`src/rtl/snake_body_queue_if.sv`:
```
// Bundle of the snake_body_queue step signals.
// master: the side that issues steps and returns the collision flag.
// slave:  snake_body_queue itself.
interface snake_body_queue_if #(
   parameter int XW = 3,
   parameter int YW = 3,
   parameter int LW = 5
);
   logic                tick_in;
   logic [1:0]          dir;
   logic [XW-1:0]       food_x;
   logic [YW-1:0]       food_y;
   logic                self_hit_now;
   logic                tick;
   logic                eat;
   logic                will_pop;
   logic [XW+YW-1:0]    head_xy;
   logic [XW+YW-1:0]    tail_xy;
   logic [XW-1:0]       next_x;
   logic [YW-1:0]       next_y;
   logic [LW-1:0]       length;
   logic                food_eaten;
   logic                game_over;

   modport master (
      output tick_in, dir, food_x, food_y, self_hit_now,
      input  tick, eat, will_pop, head_xy, tail_xy, next_x, next_y,
             length, food_eaten, game_over
   );

   modport slave (
      input  tick_in, dir, food_x, food_y, self_hit_now,
      output tick, eat, will_pop, head_xy, tail_xy, next_x, next_y,
             length, food_eaten, game_over
   );
endinterface

```
`src/rtl/snake_body_queue.sv`:
```
// snake_body_queue: ring buffer of snake segments plus next-head logic.
// Optional feature: define SNAKE_WRAP_EN to make edge crossings wrap
// around the grid instead of ending the game.
//
// state | meaning
// RUN   | accepting game steps
// DEAD  | wall or self collision seen; waits for reset
module snake_body_queue #(
   parameter int XW      = 3,
   parameter int YW      = 3,
   parameter int GRID_W  = 8,
   parameter int GRID_H  = 6,
   parameter int MAX_LEN = 16,
   parameter int PW      = 4,
   parameter int LW      = 5,
   parameter int START_X = 2,
   parameter int START_Y = 2
) (
   input logic              clk,
   input logic              reset,
   snake_body_queue_if.slave bus
);
   localparam logic [0:0]         ST_RUN   = 1'b0;
   localparam logic [0:0]         ST_DEAD  = 1'b1;
   localparam int                 CW       = XW + YW;
   localparam logic [XW-1:0]      X_MAX    = XW'(GRID_W - 1);
   localparam logic [YW-1:0]      Y_MAX    = YW'(GRID_H - 1);
   localparam logic [CW-1:0]      START_XY = {XW'(START_X), YW'(START_Y)};
   localparam logic [PW-1:0]      PTR_LAST = PW'(MAX_LEN - 1);
   localparam logic [LW-1:0]      LEN_MAX  = LW'(MAX_LEN);
`ifdef SNAKE_WRAP_EN
   localparam logic               WALL_FATAL = 1'b0;
`else
   localparam logic               WALL_FATAL = 1'b1;
`endif

   logic [CW-1:0] seg_q [MAX_LEN];
   logic [CW-1:0] seg_d [MAX_LEN];
   logic [PW-1:0] head_ptr_q, head_ptr_d;
   logic [PW-1:0] tail_ptr_q, tail_ptr_d;
   logic [LW-1:0] length_q, length_d;
   logic [1:0]    cur_dir_q, cur_dir_d;
   logic [CW-1:0] head_xy_q, head_xy_d;
   logic          food_eaten_q, food_eaten_d;
   logic [0:0]    state_q, state_d;

   logic [1:0]    eff_dir;
   logic [XW-1:0] head_x, nx;
   logic [YW-1:0] head_y, ny;
   logic          edge_cross;
   logic          wall_hit;
   logic          food_match;
   logic          eat;
   logic          run_tick;

   function automatic logic [PW-1:0] ptr_inc(input logic [PW-1:0] p);
      return (p == PTR_LAST) ? '0 : p + PW'(1);
   endfunction

   // head copy kept in its own flop so head_xy is a clean register output
   assign head_x = head_xy_q[CW-1:YW];
   assign head_y = head_xy_q[YW-1:0];

   // a straight reversal would fold the snake onto itself, so it is ignored
   always_comb begin
      eff_dir = bus.dir;
      if ((bus.dir == (cur_dir_q ^ 2'b10)) && (length_q > LW'(1)))
         eff_dir = cur_dir_q;
   end

   // next head cell; the wrapped value is always produced, wall_hit decides if it is legal
   always_comb begin
      nx         = head_x;
      ny         = head_y;
      edge_cross = 1'b0;
      case (eff_dir)
         2'd0: begin
            if (head_y == '0) begin edge_cross = 1'b1; ny = Y_MAX; end
            else ny = head_y - YW'(1);
         end
         2'd1: begin
            if (head_x == X_MAX) begin edge_cross = 1'b1; nx = '0; end
            else nx = head_x + XW'(1);
         end
         2'd2: begin
            if (head_y == Y_MAX) begin edge_cross = 1'b1; ny = '0; end
            else ny = head_y + YW'(1);
         end
         default: begin
            if (head_x == '0) begin edge_cross = 1'b1; nx = X_MAX; end
            else nx = head_x - XW'(1);
         end
      endcase
      wall_hit = edge_cross & WALL_FATAL;
   end

   assign food_match = ({nx, ny} == {bus.food_x, bus.food_y});
   assign eat        = food_match && (length_q < LEN_MAX);
   assign run_tick   = bus.tick_in && (state_q == ST_RUN);

   assign bus.tick       = run_tick && !wall_hit;
   assign bus.eat        = eat;
   assign bus.will_pop   = !eat;
   assign bus.next_x     = nx;
   assign bus.next_y     = ny;
   assign bus.head_xy    = head_xy_q;
   assign bus.tail_xy    = seg_q[tail_ptr_q];
   assign bus.length     = length_q;
   assign bus.food_eaten = food_eaten_q;
   assign bus.game_over  = (state_q == ST_DEAD);

   // step update: advance head, grow or pop tail, or die without touching the body
   always_comb begin
      seg_d        = seg_q;
      head_ptr_d   = head_ptr_q;
      tail_ptr_d   = tail_ptr_q;
      length_d     = length_q;
      cur_dir_d    = cur_dir_q;
      head_xy_d    = head_xy_q;
      food_eaten_d = 1'b0;
      state_d      = state_q;
      if (run_tick) begin
         if (wall_hit || bus.self_hit_now) begin
            state_d = ST_DEAD;
         end else begin
            head_ptr_d        = ptr_inc(head_ptr_q);
            seg_d[head_ptr_d] = {nx, ny};
            head_xy_d         = {nx, ny};
            cur_dir_d         = eff_dir;
            food_eaten_d      = food_match;
            if (eat) length_d   = length_q + LW'(1);
            else     tail_ptr_d = ptr_inc(tail_ptr_q);
         end
      end
   end

   // state registers; reset restores a single-segment snake heading right
   always_ff @(posedge clk or posedge reset) begin
      if (reset) begin
         for (int i = 0; i < MAX_LEN; i++) seg_q[i] <= START_XY;
         head_ptr_q   <= '0;
         tail_ptr_q   <= '0;
         length_q     <= LW'(1);
         cur_dir_q    <= 2'd1;
         head_xy_q    <= START_XY;
         food_eaten_q <= 1'b0;
         state_q      <= ST_RUN;
      end else begin
         seg_q        <= seg_d;
         head_ptr_q   <= head_ptr_d;
         tail_ptr_q   <= tail_ptr_d;
         length_q     <= length_d;
         cur_dir_q    <= cur_dir_d;
         head_xy_q    <= head_xy_d;
         food_eaten_q <= food_eaten_d;
         state_q      <= state_d;
      end
   end
endmodule
```
`src/flat_wrapper.sv`:
```
// flat-port wrapper written by rule: the top's interface ports become plain ports
module snake_body_queue_flat 
#(
   parameter int XW      = 3,
   parameter int YW      = 3,
   parameter int GRID_W  = 8,
   parameter int GRID_H  = 6,
   parameter int MAX_LEN = 16,
   parameter int PW      = 4,
   parameter int LW      = 5,
   parameter int START_X = 2,
   parameter int START_Y = 2
)
  (clk, reset, bus_tick_in, bus_dir, bus_food_x, bus_food_y, bus_self_hit_now, bus_tick, bus_eat, bus_will_pop, bus_head_xy, bus_tail_xy, bus_next_x, bus_next_y, bus_length, bus_food_eaten, bus_game_over);
  snake_body_queue_if #(.XW(XW), .YW(YW), .LW(LW)) bus_i ();
  input logic clk;
  input logic reset;
  input wire logic [$bits(bus_i.tick_in)-1:0] bus_tick_in;
  input wire logic [$bits(bus_i.dir)-1:0] bus_dir;
  input wire logic [$bits(bus_i.food_x)-1:0] bus_food_x;
  input wire logic [$bits(bus_i.food_y)-1:0] bus_food_y;
  input wire logic [$bits(bus_i.self_hit_now)-1:0] bus_self_hit_now;
  output wire logic [$bits(bus_i.tick)-1:0] bus_tick;
  output wire logic [$bits(bus_i.eat)-1:0] bus_eat;
  output wire logic [$bits(bus_i.will_pop)-1:0] bus_will_pop;
  output wire logic [$bits(bus_i.head_xy)-1:0] bus_head_xy;
  output wire logic [$bits(bus_i.tail_xy)-1:0] bus_tail_xy;
  output wire logic [$bits(bus_i.next_x)-1:0] bus_next_x;
  output wire logic [$bits(bus_i.next_y)-1:0] bus_next_y;
  output wire logic [$bits(bus_i.length)-1:0] bus_length;
  output wire logic [$bits(bus_i.food_eaten)-1:0] bus_food_eaten;
  output wire logic [$bits(bus_i.game_over)-1:0] bus_game_over;
  assign bus_i.tick_in = bus_tick_in;
  assign bus_i.dir = bus_dir;
  assign bus_i.food_x = bus_food_x;
  assign bus_i.food_y = bus_food_y;
  assign bus_i.self_hit_now = bus_self_hit_now;
  assign bus_tick = bus_i.tick;
  assign bus_eat = bus_i.eat;
  assign bus_will_pop = bus_i.will_pop;
  assign bus_head_xy = bus_i.head_xy;
  assign bus_tail_xy = bus_i.tail_xy;
  assign bus_next_x = bus_i.next_x;
  assign bus_next_y = bus_i.next_y;
  assign bus_length = bus_i.length;
  assign bus_food_eaten = bus_i.food_eaten;
  assign bus_game_over = bus_i.game_over;
  snake_body_queue #(.XW(XW), .YW(YW), .GRID_W(GRID_W), .GRID_H(GRID_H), .MAX_LEN(MAX_LEN), .PW(PW), .LW(LW), .START_X(START_X), .START_Y(START_Y)) u_core (.clk(clk), .reset(reset), .bus(bus_i));
endmodule
```
`config.mk`:
```
export PLATFORM = sky130hd
export DESIGN_NAME = snake_body_queue_flat
export DESIGN_NICKNAME = d
export VERILOG_FILES = /design/src/rtl/snake_body_queue_if.sv /design/src/rtl/snake_body_queue.sv /design/src/flat_wrapper.sv
export SDC_FILE = /design/constraint.sdc
export NUM_CORES = 1
export LEC_CHECK = 0
export ABC_AREA = 1
export CAP_MARGIN = 10
export CORE_MARGIN = 5
export CORE_UTILIZATION = 54
export DETAILED_ROUTE_END_ITERATION = 7
export PLACE_DENSITY = 0.77
export SLEW_MARGIN = 10
export SYNTH_ARGS = -nofsm -noshare
export SYNTH_HDL_FRONTEND = slang
export SYNTH_SLANG_ARGS = --single-unit
```
`constraint.sdc`:
```
create_clock -name clk -period 3.95 [get_ports clk]
set_input_delay 0.79 -clock clk [delete_from_list [all_inputs] [get_ports clk]]
set_output_delay 0.79 -clock clk [all_outputs]
set_load 0.1 [all_outputs]
```
==> metrics.yaml <==
detailed_routing:
  wl_met3_um: 1240
  highest_layer: "met4"
  wl_met2_um: 7730
  ant_nets: 0
  wl_met1_um: 7160
  wl_per_cell_um: 17.8
  drt_iter0_markers: 621
  vias: 5545
  vias_per_cell: 5.94
  first_pass_iters: 7
  drt-total-wl_um: 16600
  remaining_drc_errors: 0
final_layout:
  diodes: 0
  syn2layout_area_growth_pct: 20.7
  final_common_cell: "nand2_1"
  final_cell_mix: "nand2_1 (188), dfrtp_1 (80), o21ai_0 (62), inv_1 (61), o21ai_1 (50)"
  fin_area_sq_um: 7380
  finish.utilization_pct: 67.2
  nNetsFinal: 806
  final_cell_count_no_fill: 934
  drive_gt1_share_pct: 14.9
critical_path:
  r2r-end: "u_core.seg_q[42]"
  cp_slowest_cell: "clkdlybuf4s50_1"
  r2r-start: "u_core.bus.length[0]"
  path_cells: "clkdlybuf4s50_1 -> xnor2_1 -> nand3_2 -> nand2_4 -> nand3_1 -> nand2_4 -> nand2_1 -> nand2_1 -> inv_1 -> nor2_1 -> nand4_4 -> clkinvlp_4 -> buf_12"
  rrSetupSlack_ps: 790
  crit_required_ps: 3160
  critPathLaunchType: "primary input"
  path_max_fanout: 8
  critPathKind: "primary input to output pin"
  critical-path-max-stage-delay_ps: 450
  arrival_ps: 3020
  endpoint_kind: "output pin"
  worstRegToRegCells: 14
sta:
  fin_ws_ps: 144
  hold_viol_final: 0
  timing.final.crit_share_pct: 96.4
  setup_viol: 0
  drv_slew: 0
  rsz0062_at_grt: "no"
  finalClockSkew_ps: 6.83
  fin_crit_ps: 3810
  worstMarginPinSlew_ps: 1000
  slew_headroom_pct: 32.8
  fmax_mhz: 263
floorplanning:
  io_pins: 40
  core_area_sq_um: 11000
  dieArea_sq_um: 13500
  die_h_um: 116
  die_x_um: 116
  start_util_pct: 55.7
  row_count: 38
synthesis:
  synth_ff_type: "dfrtp_1"
  yosys_warnings: 0
  synth_compound_area_share_pct: 19.8
  synth_top_family_by_area: "simple AND/OR/NAND/NOR gates"
  synth_xor_area_share_pct: 0.860
  synth-async-reset-ratio_pct: 100
  seq_area_frac_synth_pct: 49.4
  synth.cell_area_sq_um: 6110
  synth-edff-count: 0
  synth_top_area_cell: "dfrtp_1"
  synth_top_area_share_pct: 34.0
  yosys.area_share.simple_pct: 19.9
  ys_types: 36
  syn_avg_cell_area_sq_um: 8.25
  synth-adder-area-share_pct: 2.66
  syn-num-nets: 766
  yosys-top-cells-area: "dfrtp_1 (34%), dfstp_2 (15%), nand2_1 (12%)"
  synth_mux_area_share_pct: 0
  netlist_instances: 741
  ys_ff_latch: 119
global_routing:
  grt_overflow: 0
  grt_pass1_vias: 5466
  grt_pass1_wl_um: 27300
  antenna_found_initial: 0
  grt_usage_pct: 26.5
  grt_start_max_net_pins: 120
clock_network:
  htreeDepth: 4
  cts.path.max_buffers: 2
  cts-buffers-inserted: 17
  postCtsSetupRepairBufs: 0
  clk_pin_slew_ps: 50
  cts_resized: 0
  clk_latency_ps: 420
  cts_tree: "yes"
  root_buffer: "clkbuf_16"
  hold_buffers: 0
  clock_sinks: 119
worst_hold_path:
  worstHoldStart: "u_core.seg_q[70]"
  hold_path_depth: 2
  holdPathEnd: "u_core.seg_q[70]"
  hold_path_class: "register to register"
power_and_ir_drop:
  switching_share_pct: 39.3
  seqPwrFrac_pct: 32.8
  leakage_nw: 3.32
  cellPowerDensity_nw_per_um2: 574
  vdd_ir_drop_max_mv: 0.438
  comb_power_share_pct: 35.0
  power_mw: 4.23
  internal_power_mw: 2.57
  p_sw_mw: 1.66
  clkPwrFrac_pct: 32.2
flow_run:
  cap_violations: 0
place:
  io_buffers: 39
  hpwl_um: 11400
  dpl_worst_slack_ps: 197
  globalplace.congestion: 0.944
  post-place-cells: 902
  place_area_sq_um: 6860
status:
  outcome: "finished, final reports clean"
power by group through the flow:
stage / combinational, mW / clock (mW) / sequential (mW)
floorplan: 0.843 / 0 / 1.51
global placement: 1.45 / 0 / 1.40
detailed placement: 1.47 / 0 / 1.40
CTS: 1.47 / 1.37 / 1.39
global route: 1.58 / 1.43 / 1.40
finish: 1.48 / 1.36 / 1.39
metrics by stage:
step / hold WS, ps / setup TNS [ps]
floorplan: 451 / -161
CTS: 475 / 0
detailed placement: 466 / 0
global route: 484 / 0
global placement: 459 / 0
finish: 473 / 0
logic make-up (layout without fill, tap and decap cells):
logic type / after synthesis / in the layout
AO/OA/AOI/OAI: 211 / 211
AND/OR/NAND/NOR: 283 / 283
flip-flops: 119 / 119
buffers and inverters: 109 / 162
adder cells (fa/ha/maj): 13 / 13
XOR/XNOR: 6 / 6
area by class of cell:
type / count / area (sq um)
timing repair buffer: 64 / 741
sequential: 119 / 3030
clock buffer: 28 / 497
inverter: 66 / 255
tap: 140 / 175
fill: 865 / 3600
multi-input combinational: 513 / 2660
clock inverter: 4 / 20.0
how the worst max path moves through the flow:
stage | startpoint | end | depth (start not counted)
6_report | bus_dir[0] | bus_eat | 13
5_1_grt | bus_dir[0] | bus_eat | 13
4_1_cts | bus_dir[0] | bus_eat | 13
3_5_place_dp | bus_dir[0] | bus_eat | 13
3_3_place_gp | bus_dir[0] | bus_eat | 13
2_1_floorplan | u_core.bus.length[1] | bus_eat | 14
routing by layer:
metal	GRT usage (%)	vias to the layer above
met4	11.5	0
met5	0	-
li1	-	2571
met3	6.06	40
met1	35.9	2690
met2	41.2	244
registers in the layout, summed over array words and instances (netlist names):
register	count
u_core.bus.food_eaten	1
u_core.bus.game_over	1
u_core.bus.head_xy	6
u_core.bus.length	5
u_core.cur_dir_q	2
u_core.head_ptr_q	4
u_core.seg_q	96
u_core.tail_ptr_q	4
critical path: cells and delay by family:
family	cells	cell delay [ps]
AND/OR/NAND/NOR	8	1210
XOR/XNOR	1	230
buffers and inverters	4	800
Yosys cell counts (2+ instances only):
cell type / n
a21oi_1: 40
a31oi_1: 4
buf_2: 12
buf_4: 5
clkbuf_1: 25
dfrtp_1: 83
dfstp_2: 36
ha_1: 13
inv_1: 63
inv_2: 2
nand2_1: 189
nand3_1: 22
nand3b_1: 4
nand4_1: 26
nor2_1: 32
nor2_2: 4
o211ai_1: 7
o21a_1: 28
o21ai_0: 62
o21ai_1: 50
o221ai_1: 12
o22ai_1: 4
xor2_1: 5
No activity file was read; power rests on OpenSTA's default activity.
